**config.mk**
```make
export PLATFORM = sky130hd
export DESIGN_NAME = ripple_down_counter
export DESIGN_NICKNAME = d
export VERILOG_FILES = /design/src/rtl/ripple_down_counter.sv
export SDC_FILE = /design/constraint.sdc
export NUM_CORES = 1
export LEC_CHECK = 0
export CAP_MARGIN = 20
export CORE_MARGIN = 2
export CORE_UTILIZATION = 40
export CTS_BUF_LIST = sky130_fd_sc_hd__clkbuf_4
export DETAILED_ROUTE_END_ITERATION = 16
export PLACE_DENSITY_LB_ADDON = 0.12
export SLEW_MARGIN = 30
export SYNTH_ARGS = -nofsm -noshare
export SYNTH_HDL_FRONTEND = slang
export SYNTH_SLANG_ARGS = --single-unit
```
**constraint.sdc**
```tcl
create_clock -name clk -period 5.2 [get_ports clk]
set_clock_uncertainty 0.2 [all_clocks]
set_input_delay 0.52 -clock clk [delete_from_list [all_inputs] [get_ports clk]]
set_output_delay 0.52 -clock clk [all_outputs]
set_load 0.005 [all_outputs]
```
**src/rtl/ripple_down_counter.sv**
```systemverilog
// Loadable WIDTH-bit down-counter/timer: IDLE/RUN/DONE control, one-shot or auto-reload, tc pulse.
// Define RIPPLE_DOWN_PRESCALE_EN to slow the count to one tick per PRESCALE clocks.
module ripple_down_counter #(
  parameter int WIDTH    = 4,
  parameter int PRESCALE = 4
) (
  input  logic             clk,
  input  logic             reset,
  input  logic [WIDTH-1:0] load_val,
  input  logic             start,
  input  logic             stop,
  input  logic             auto_reload,
  output logic [WIDTH-1:0] q,
  output logic             busy,
  output logic             done,
  output logic             tc
);

  typedef enum logic [1:0] {IDLE = 2'd0, RUN = 2'd1, DONE = 2'd2} state_e;

  state_e           state_q, state_d;
  logic [WIDTH-1:0] q_q, q_d;
  logic [WIDTH-1:0] rl_val_q, rl_val_d;
  logic             rl_q, rl_d;
  logic             tc_q, tc_d;
  logic             busy_q, done_q;
  logic             accept;
  logic             tick;

  assign accept = (state_q != RUN) && start && !stop;

`ifdef RIPPLE_DOWN_PRESCALE_EN
  localparam int PW = (PRESCALE > 1) ? $clog2(PRESCALE) : 1;

  logic [PW-1:0] ps_q, ps_d;

  assign tick = (ps_q == PW'(PRESCALE - 1));

  // Prescaler only advances in RUN; a fresh start or an abort restarts the window.
  always_comb begin
    ps_d = ps_q;
    if (state_q == RUN) ps_d = tick ? '0 : ps_q + 1'b1;
    if (accept || stop) ps_d = '0;
  end

  always_ff @(posedge clk or negedge reset) begin
    if (!reset) ps_q <= '0;
    else        ps_q <= ps_d;
  end
`else
  // Every cycle is a tick; PRESCALE is referenced only to keep it a live parameter.
  assign tick = (PRESCALE != 0) | 1'b1;
`endif

  always_comb begin
    state_d  = state_q;
    q_d      = q_q;
    rl_val_d = rl_val_q;
    rl_d     = rl_q;
    tc_d     = 1'b0;
    case (state_q)
      RUN: begin
        if (stop) begin
          state_d = IDLE;
        end else if (tick) begin
          if (q_q == '0) begin
            q_d = rl_val_q;
          end else begin
            q_d = q_q - 1'b1;
            if (q_q == WIDTH'(1)) begin
              tc_d = 1'b1;
              if (!rl_q) state_d = DONE;
            end
          end
        end
      end
      default: begin
        if (stop) begin
          state_d = IDLE;
        end else if (start) begin
          rl_val_d = load_val;
          rl_d     = auto_reload;
          q_d      = load_val;
          if (load_val == '0) begin
            state_d = DONE;
            tc_d    = 1'b1;
          end else begin
            state_d = RUN;
          end
        end
      end
    endcase
  end

  always_ff @(posedge clk or negedge reset) begin
    if (!reset) begin
      state_q  <= IDLE;
      q_q      <= '0;
      rl_val_q <= '0;
      rl_q     <= 1'b0;
      tc_q     <= 1'b0;
      busy_q   <= 1'b0;
      done_q   <= 1'b0;
    end else begin
      state_q  <= state_d;
      q_q      <= q_d;
      rl_val_q <= rl_val_d;
      rl_q     <= rl_d;
      tc_q     <= tc_d;
      busy_q   <= (state_d == RUN);
      done_q   <= (state_d == DONE);
    end
  end

  assign q    = q_q;
  assign busy = busy_q;
  assign done = done_q;
  assign tc   = tc_q;

endmodule

```
==> flow_summary_export.csv, run 1 <==
group,metric,value,unit
status,status,"finished, final reports clean",
route,finalWirelength,1540,um
timing,rsz_0062_raised_after_global_routing,"false",
route,drtPass1Iterations,4,
setup_path,bufs_and_invs_on_worst_path,2,
cts,clkLatencyLatePin,0.28,ns
timing,maxSlewHeadroom,58.3,%
route,wire_per_inst,13.4,um
synthesis,syn_avg_cell_area,10.4,um2
die,core_area,1760,um2
setup_path,cp_slowest_stage_delay,0.64,ns
pwr,power.sequential.fraction,48.9,%
setup_path,timing_worst_setup_path_type,"in2reg",
cts,post-cts-setup-buffers,0,
synthesis,async_reset_ff_share,100,%
synthesis,ff_latch_count_synth,14,
layout,utilization,54.4,%
timing,setup_viol,0,
global_route,grt_util_all_layers,15.7,%
pwr,p_int,0.207,mW
cts,number_of_gates_resized_after_cts,0,
setup_path,worst_ep_arrival_time,2.14,ns
global_route,grt_first_pass_wirelength,2460,um
cts,h-tree-depth,1,
synthesis,netlist_area_pre_place,771,um2
timing,final_critical_path_share_of_the_clock_period,41.7,%
setup_path,worst-path-max-fanout,8,
layout,layout-drive-gt1-share,12.2,%
place,globalplace.congestion,0.771,
synthesis,mappedNetlistNets,86,
setup_path,cp_top_family,"buffers and inverters",
hold_path,worst_hold_startpoint,"rl_val_q[0]$_DFFE_PN0P_",
timing,achievable-frequency,461,MHz
place,dp_wirelength,1110,um
place,place.port_buffers,15,
cts,cts_buffer_depth,2,
layout,antennaDiodeCount,0,
route,num_vias,630,
setup_path,critPathLaunchType,"primary input",
synthesis,synthesis.instances,74,
cts,cts_root_buf,"clkbuf_4",
setup_path,crit_path_end_kind,"flop",
layout,ff_latch_area,350,um2
global_route,number_of_antenna_violations_at_the_first_check_in_global_routing,0,
global_route,maximum_number_of_pins_on_one_net_before_global_route_repair,15,
die,io-pin-count,16,
cts,numClockSinks,14,
cts,holdBufCountCts,0,
layout,layout_area_growth_over_synthesis,24.5,%
route,initialDrtViolationCount,26,
flow_run,drv.max_cap_violation_count,0,
synthesis,ys_top_cells_by_count,"dfrtp_1 (14), a21oi_1 (11), mux2_4 (5), nor2_1 (5)",
pwr,power_switching_share,31.0,%
global_route,grt_pass1_vias,562,
timing,hold_violations,0,
setup_path,cp_cell_sequence,"clkdlybuf4s50_1 > inv_2 > or3_1 > mux2_4",
pwr,power_per_cell_area,312,nW/um2
pwr,p_comb_share,31.2,%
synthesis,synth.lib_cells_used.distinct,29,
pwr,power_switching,0.0926,mW
die,design.die.area,2290,um2
synthesis,synth_ff_type,"dfrtp_1",
cts,tritoncts.num_buffers,3,
die,die_boundary_height,47.9,um
setup_path,startpoint,"start",
die,row_count,15,
place,place_area,937,um2
timing,count_of_final_max_slew_check_failures,0,
pwr,peakVddDrop,0.000167,V
hold_path,hold_path.class,"reg2reg",
synthesis,netlist.top_cell.by_area,"dfrtp_1",
route,route.antenna.remaining_nets,0,
synthesis,yosys_warnings,0,
synthesis,seq_total_area_yosys,45.5,%
global_route,grt_overflow,0,
route,drt_drc_violations_left,0,
layout,fillCellCount,163,
die,die_x,47.9,um
cts,tritoncts_clock_tree,"built",
setup_path,worstReg2RegStart,"q[0]$_DFFE_PN0P_",
route,vias_per_cell,5.48,
synthesis,synth_enable_flop_cells,0,
timing,post_layout_minimum_cycle_time,2.17,ns
timing,setup_tns,0,ns
layout,fin_area,960,um2
synthesis,synthDominantCellAreaShare,45.5,%
pwr,p_leak,0.410,nW
synthesis,synthMostInstantiatedCell,"dfrtp_1",
pwr,share_clk_of_total_power,20.0,%
setup_path,crit_slowest_cell,"clkdlybuf4s50_1",
layout,multiInputGateArea,390,um2
timing,worst_slew_pin_slew,0.623,ns
layout,finish.net_count,104,
die,initial_utilization,43.7,%
cts,clk_slew_on_worst_s_h_paths,0.08,ns
setup_path,cp.required,5.17,ns
synthesis,synth_top_cells_by_area,"dfrtp_1 (45%), mux2_4 (9.7%), a21oi_1 (7.1%)",
-- layout by cell type (no fill, tap or decap), types with 2 or more instances in the layout --
cell type / count
nor2_1: 5
nand2_1: 2
a31oi_1: 3
clkbuf_4: 3
nand3_1: 3
inv_1: 3
a21oi_1: 11
ha_1: 3
nand2b_1: 2
o21ai_0: 2
o22ai_1: 2
clkdlybuf4s50_1: 15
mux2_4: 5
dfrtp_1: 14
nand3b_1: 2
nor3_1: 2
-- power by group through the flow --
| stage | logic [mW] | registers, mW | clock network [mW] |
|---|---|---|---|
| after floorplan | 0.0562 | 0.145 | 0 |
| after global placement | 0.0926 | 0.149 | 0 |
| after detailed placement | 0.0928 | 0.148 | 0 |
| after CTS | 0.0937 | 0.146 | 0.0618 |
| after global routing | 0.104 | 0.150 | 0.0660 |
| final | 0.0932 | 0.146 | 0.0598 |
-- worst paths after layout --
| path | endpoint | slack [ns] | cells past startpoint |
|---|---|---|---|
| max reg2reg | done$_DFF_PN0_ | 3.30 | 6 |
| max | rl_val_q[1]$_DFFE_PN0P_ | 3.03 | 4 |
| min in group asynchronous | q[3]$_DFFE_PN0P_ | 0.43 | 1 |
| min | rl_val_q[0]$_DFFE_PN0P_ | 0.32 | 1 |
| max in group asynchronous | state_q[0]$_DFF_PN0_ | 3.98 | 1 |
| min reg2reg | rl_val_q[0]$_DFFE_PN0P_ | 0.32 | 1 |
-- sequential cells by signal (all words and copies together), names as in the netlist --
name and cells:
busy 1, rl_val_q 4, q 4, done 1, tc 1, rl_q 1, state_q 2
-- logic make-up after synthesis --
kind of cell	share of synthesized area, %
compound gates	20.0
fa+ha+maj	4.87
buf+inv	3.89
flops	45.5
mux	9.74
simple gates	16.1
-- routing by layer --
metal | global-route usage [%] | routed length (um) | vias to the layer above
met1 | 22.2 | 794 | 296
met4 | 9.73 | 44 | 0
li1 | - | - | 308
met3 | 2.26 | 77 | 5
met5 | 0 | 0 | -
met2 | 22.4 | 622 | 21
-- layout make-up --
type                       instances  area share, %
clock buffer                       3           2.35
inverter                           4           1.56
multi-input combinational         54           40.7
sequential                        14           36.5
tap                               25           3.26
timing repair buffer              15           15.6
-- per-stage QoR --
stage               hold slack, ns  instances  setup slack [ns]  total power, mW
floorplan                   0.0244         74              3.52            0.201
global placement             0.307        112              2.77            0.241
detailed placement           0.300        112              2.76            0.241
CTS                          0.322        115              3.05            0.301
global route                 0.344        115              2.99            0.319
finish                       0.322        115              3.03            0.299
-- worst reg2reg max path, stage by stage (launching register included) --
cell and delay [ns]:
dfrtp_1 0.46, inv_1 0.11, ha_1 0.25, nor3_1 0.24
nand3_1 0.17, o22a_1 0.24, a31oi_1 0.15
Note: power is estimated with default switching activity, not from simulation.
==> run 2, diff against run 1 <==
clock period = 2.2 ns   (was 5.2 ns; I/O delays follow)
==> flow_summary_export.csv, run 2 (same netlist as run 1, synthesis figures left out) <==
group,metric,value,unit
pwr,power_switching_share,31.6,%
timing,setup_viol,0,
place,globalplace.congestion,0.723,
route,route.antenna.remaining_nets,0,
pwr,power_switching,0.228,mW
setup_path,cp_capture_point,"done$_DFF_PN0_",
die,die_boundary_height,47.9,um
setup_path,cp_top_family,"flip-flops",
place,place.port_buffers,15,
setup_path,worst_ep_arrival_time,1.92,ns
setup_path,crit_path_end_kind,"flop",
cts,cts_buffer_depth,2,
cts,numClockSinks,14,
setup_path,cp_cell_sequence,"inv_1 > ha_1 > nor3_1 > nand3_1 > o22a_1 > a31oi_1",
layout,finish.net_count,106,
setup_path,bufs_and_invs_on_worst_path,1,
global_route,grt_pass1_vias,615,
pwr,power.sequential.fraction,47.9,%
cts,h-tree-depth,1,
setup_path,cp.required,2.20,ns
setup_path,worstReg2RegStart,"q[0]$_DFFE_PN0P_",
setup_path,path_depth,6,
pwr,share_clk_of_total_power,20.9,%
layout,fillCellCount,174,
die,design.die.area,2290,um2
layout,layoutNonFillerInstCount,118,
die,die_x,47.9,um
flow_run,drv.max_cap_violation_count,0,
cts,post-cts-setup-buffers,0,
die,core_area,1760,um2
timing,worst_slew_pin_slew,0.627,ns
route,finalWirelength,1680,um
global_route,grt_util_all_layers,17.7,%
route,num_vias,634,
timing,final_critical_path_share_of_the_clock_period,87.4,%
setup_path,crit_slowest_cell,"dfrtp_1",
cts,holdBufCountCts,0,
place,post-place-cells,114,
timing,maxSlewHeadroom,58.1,%
die,row_count,15,
route,vias_per_cell,5.37,
cts,number_of_gates_resized_after_cts,0,
layout,layout.cells.most_common,"clkdlybuf4s50_1",
route,drtPass1Iterations,4,
timing,hold_violations,0,
cts,tritoncts_clock_tree,"built",
layout,layout-drive-gt1-share,14.0,%
setup_path,worst-path-max-fanout,6,
timing,setup_tns,0,ns
place,dp_wirelength,1270,um
cts,clkLatencyLatePin,0.27,ns
setup_path,startpoint,"q[0]$_DFFE_PN0P_",
setup_path,cp_slowest_stage_delay,0.45,ns
timing,rsz_0062_raised_after_global_routing,"false",
pwr,peakVddDrop,0.000380,V
global_route,maximum_number_of_pins_on_one_net_before_global_route_repair,15,
pwr,p_leak,0.421,nW
cts,clk_slew_on_worst_s_h_paths,0.09,ns
setup_path,timing_worst_setup_path_type,"reg2reg",
layout,antennaDiodeCount,0,
setup_path,critPathLaunchType,"flop",
route,initialDrtViolationCount,14,
pwr,p_int,0.493,mW
route,wire_per_inst,14.3,um
setup_path,rr_endpoint,"done$_DFF_PN0_",
global_route,grt_first_pass_wirelength,2790,um
cts,cts_root_buf,"clkbuf_4",
global_route,grt_overflow,0,
pwr,p_comb_share,31.1,%
die,initial_utilization,43.7,%
layout,commonest_cells_after_routing_fill_and_taps_aside,"clkdlybuf4s50_1 (15), dfrtp_1 (14), a21oi_1 (11)",
timing,post_layout_minimum_cycle_time,1.92,ns
hold_path,hold_path.class,"in2async",
die,io-pin-count,16,
timing,achievable-frequency,520,MHz
pwr,power_per_cell_area,737,nW/um2
global_route,number_of_antenna_violations_at_the_first_check_in_global_routing,0,
cts,tritoncts.num_buffers,3,
layout,layout_area_growth_over_synthesis,26.9,%
route,drt_drc_violations_left,0,
timing,count_of_final_max_slew_check_failures,0,
status,status,"finished, final reports clean",
setup_path,worst-r2r-cell-count,6,
setup_path,worst-r2r-setup-slack,0.28,ns
[run 2: cell count changes in the layout (fill, tap and decap cells not counted)]
cell,previous run,this run
buf_4,0,2
clkinv_1,0,1
[run 2: worst min-delay path by stage]
stage          slack [ns]                 endpoint  cells past startpoint                    start
2_1_floorplan       -0.28           busy$_DFF_PN0_                      0                    reset
3_3_place_gp         0.31  rl_val_q[3]$_DFFE_PN0P_                      1  rl_val_q[3]$_DFFE_PN0P_
3_5_place_dp         0.30  rl_val_q[1]$_DFFE_PN0P_                      1  rl_val_q[1]$_DFFE_PN0P_
4_1_cts              0.14         q[2]$_DFFE_PN0P_                      1                    reset
5_1_grt              0.19  rl_val_q[2]$_DFFE_PN0P_                      1                    reset
6_report             0.13         q[2]$_DFFE_PN0P_                      1                    reset
[run 2: stage by stage]
step / power [mW] / worst slack (ns) / hold WS (ns) / util [%] / area (um2)
3_5_place_dp: 0.575 / 0.225 / 0.303 / 54.0 / 952
3_3_place_gp: 0.572 / 0.251 / 0.306 / 54.0 / 952
5_1_grt: 0.777 / 0.130 / 0.186 / 55.5 / 978
2_1_floorplan: 0.474 / 0.515 / -0.276 / - / 771
4_1_cts: 0.727 / 0.297 / 0.144 / 55.5 / 978
6_report: 0.721 / 0.278 / 0.127 / 55.5 / 978
[run 2: power groups by stage]
stage / logic [mW] / clock network (mW) / registers [mW]
detailed placement: 0.225 / 0 / 0.350
CTS: 0.225 / 0.156 / 0.346
floorplan: 0.133 / 0 / 0.342
global placement: 0.222 / 0 / 0.350
global route: 0.255 / 0.168 / 0.354
finish: 0.225 / 0.151 / 0.346
[run 2: metal layers]
layer,wire [um],vias up,global-route usage [%]
li1,-,307,-
met1,816,307,26.0
met2,760,16,24.8
met3,74,4,3.40
met4,31,0,8.65
met5,0,-,0
[run 2: layout make-up]
type / instances / area, um2 / share of cell area (%)
clock buffer: 3 / 22.5 / 2.30
timing repair buffer: 17 / 165 / 16.9
clock inverter: 1 / 3.75 / 0.384
multi-input combinational: 54 / 390 / 39.9
tap: 25 / 31.3 / 3.20
inverter: 4 / 15.0 / 1.53
sequential: 14 / 350 / 35.8
==> run 3, diff against run 2 <==
GPL_TIMING_DRIVEN = 0   (was default)
==> flow_summary_export.csv, run 3 (same netlist as run 1, synthesis figures left out) <==
group,metric,value,unit
layout,commonest_cells_after_routing_fill_and_taps_aside,"clkdlybuf4s50_1 (15), dfrtp_1 (14), a21oi_1 (11)",
cts,post-cts-setup-buffers,0,
global_route,grt_first_pass_wirelength,2590,um
timing,achievable-frequency,524,MHz
layout,fillCellCount,187,
die,row_count,15,
setup_path,worst-r2r-setup-slack,0.29,ns
global_route,grt_pass1_vias,571,
place,place.port_buffers,15,
route,num_vias,638,
setup_path,worst-path-max-fanout,6,
die,die_x,47.9,um
setup_path,cp_cell_sequence,"inv_1 > ha_1 > nor3_1 > nand3_1 > o22a_1 > a31oi_1",
pwr,peakVddDrop,0.000412,V
pwr,power_per_cell_area,736,nW/um2
layout,antennaDiodeCount,0,
timing,maxSlewHeadroom,58.8,%
global_route,grt_util_all_layers,16.9,%
timing,finalWorstSetupSlack,0.290,ns
route,vias_per_cell,5.41,
layout,multiInputGateArea,390,um2
cts,cts_root_buf,"clkbuf_4",
layout,layout_area_growth_over_synthesis,26.9,%
cts,clkLatencyLatePin,0.29,ns
die,initial_utilization,43.7,%
layout,finish.net_count,106,
place,place_ws,0.113,ns
layout,layout-drive-gt1-share,12.9,%
route,finalWirelength,1560,um
die,design.die.area,2290,um2
die,core_area,1760,um2
cts,cts_buffer_depth,2,
setup_path,cp_top_family,"flip-flops",
route,route.antenna.remaining_nets,0,
hold_path,hold_path.class,"in2async",
setup_path,crit_slowest_cell,"dfrtp_1",
timing,setup_tns,0,ns
pwr,p_leak,0.419,nW
setup_path,bufs_and_invs_on_worst_path,1,
setup_path,worst_ep_arrival_time,1.92,ns
setup_path,timing_worst_setup_path_type,"reg2reg",
setup_path,crit_path_end_kind,"flop",
timing,hold_violations,0,
pwr,total_design_power,0.720,mW
global_route,number_of_antenna_violations_at_the_first_check_in_global_routing,0,
setup_path,cp_slowest_stage_delay,0.46,ns
cts,tritoncts_clock_tree,"built",
global_route,maximum_number_of_pins_on_one_net_before_global_route_repair,15,
layout,ff_latch_area,350,um2
layout,layout.cells.most_common,"clkdlybuf4s50_1",
route,drt_drc_violations_left,0,
route,drtPass1Iterations,4,
route,wire_per_inst,13.2,um
cts,holdBufCountCts,0,
place,globalplace.congestion,0.851,
timing,worst_slew_pin_slew,0.616,ns
cts,tritoncts.num_buffers,3,
status,status,"finished, final reports clean",
timing,count_of_final_max_slew_check_failures,0,
timing,setup_viol,0,
setup_path,worst-r2r-cell-count,6,
die,die_boundary_height,47.9,um
place,dp_wirelength,1160,um
setup_path,rr_endpoint,"done$_DFF_PN0_",
setup_path,worstReg2RegStart,"q[0]$_DFFE_PN0P_",
global_route,grt_overflow,0,
die,io-pin-count,16,
timing,post_layout_minimum_cycle_time,1.91,ns
route,initialDrtViolationCount,14,
timing,final_critical_path_share_of_the_clock_period,86.8,%
flow_run,drv.max_cap_violation_count,0,
cts,number_of_gates_resized_after_cts,0,
setup_path,cp.required,2.21,ns
timing,rsz_0062_raised_after_global_routing,"false",
timing,holdWs,0.108,ns
cts,h-tree-depth,1,
cts,clk_slew_on_worst_s_h_paths,0.09,ns
cts,numClockSinks,14,
setup_path,critPathLaunchType,"flop",
[run 3: cell types whose count changed in the layout (fill, tap and decap cells not counted)]
cell      previous run  this run
buf_6                0         1
buf_4                2         0
clkbuf_1             0         1
[run 3: how the worst max path moves through the flow]
stage | slack (ns) | to | cells after the start | startpoint
floorplan | 0.52 | q[3]$_DFFE_PN0P_ | 6 | q[0]$_DFFE_PN0P_
global placement | 0.12 | rl_q$_DFFE_PN0P_ | 5 | start
detailed placement | 0.11 | rl_val_q[2]$_DFFE_PN0P_ | 5 | start
finish | 0.29 | done$_DFF_PN0_ | 6 | q[0]$_DFFE_PN0P_
global route | 0.14 | q[3]$_DFFE_PN0P_ | 6 | q[0]$_DFFE_PN0P_
CTS | 0.27 | done$_DFF_PN0_ | 6 | q[0]$_DFFE_PN0P_
[run 3: cell type report]
cell class	instances	area share [%]
plain buffers	2	1.53
inverters	4	1.53
repair buffers	15	15.3
well taps	25	3.20
clock buffers	3	2.30
multi-input cells	54	39.9
clock inverters	1	0.384
flip-flops and latches	14	35.8
[run 3: where the power goes]
group	internal, mW	switching (mW)
combinational	0.128	0.0948
clock	0.0660	0.0852
sequential	0.299	0.0465
[run 3: stage by stage]
step	instances	instance area, um2	utilization (%)
CTS	118	978	55.5
global placement	114	952	54.0
detailed placement	114	952	54.0
floorplan	74	771	-
global route	118	978	55.5
finish	118	978	55.5
[run 3: metal layers]
layer	global-route usage (%)	part of all wire [%]	vias up
li1	-	-	312
met1	24.1	48	306
met4	3.24	0.96	0
met3	7.92	6.9	2
met2	23.7	44	18
met5	0	0	-
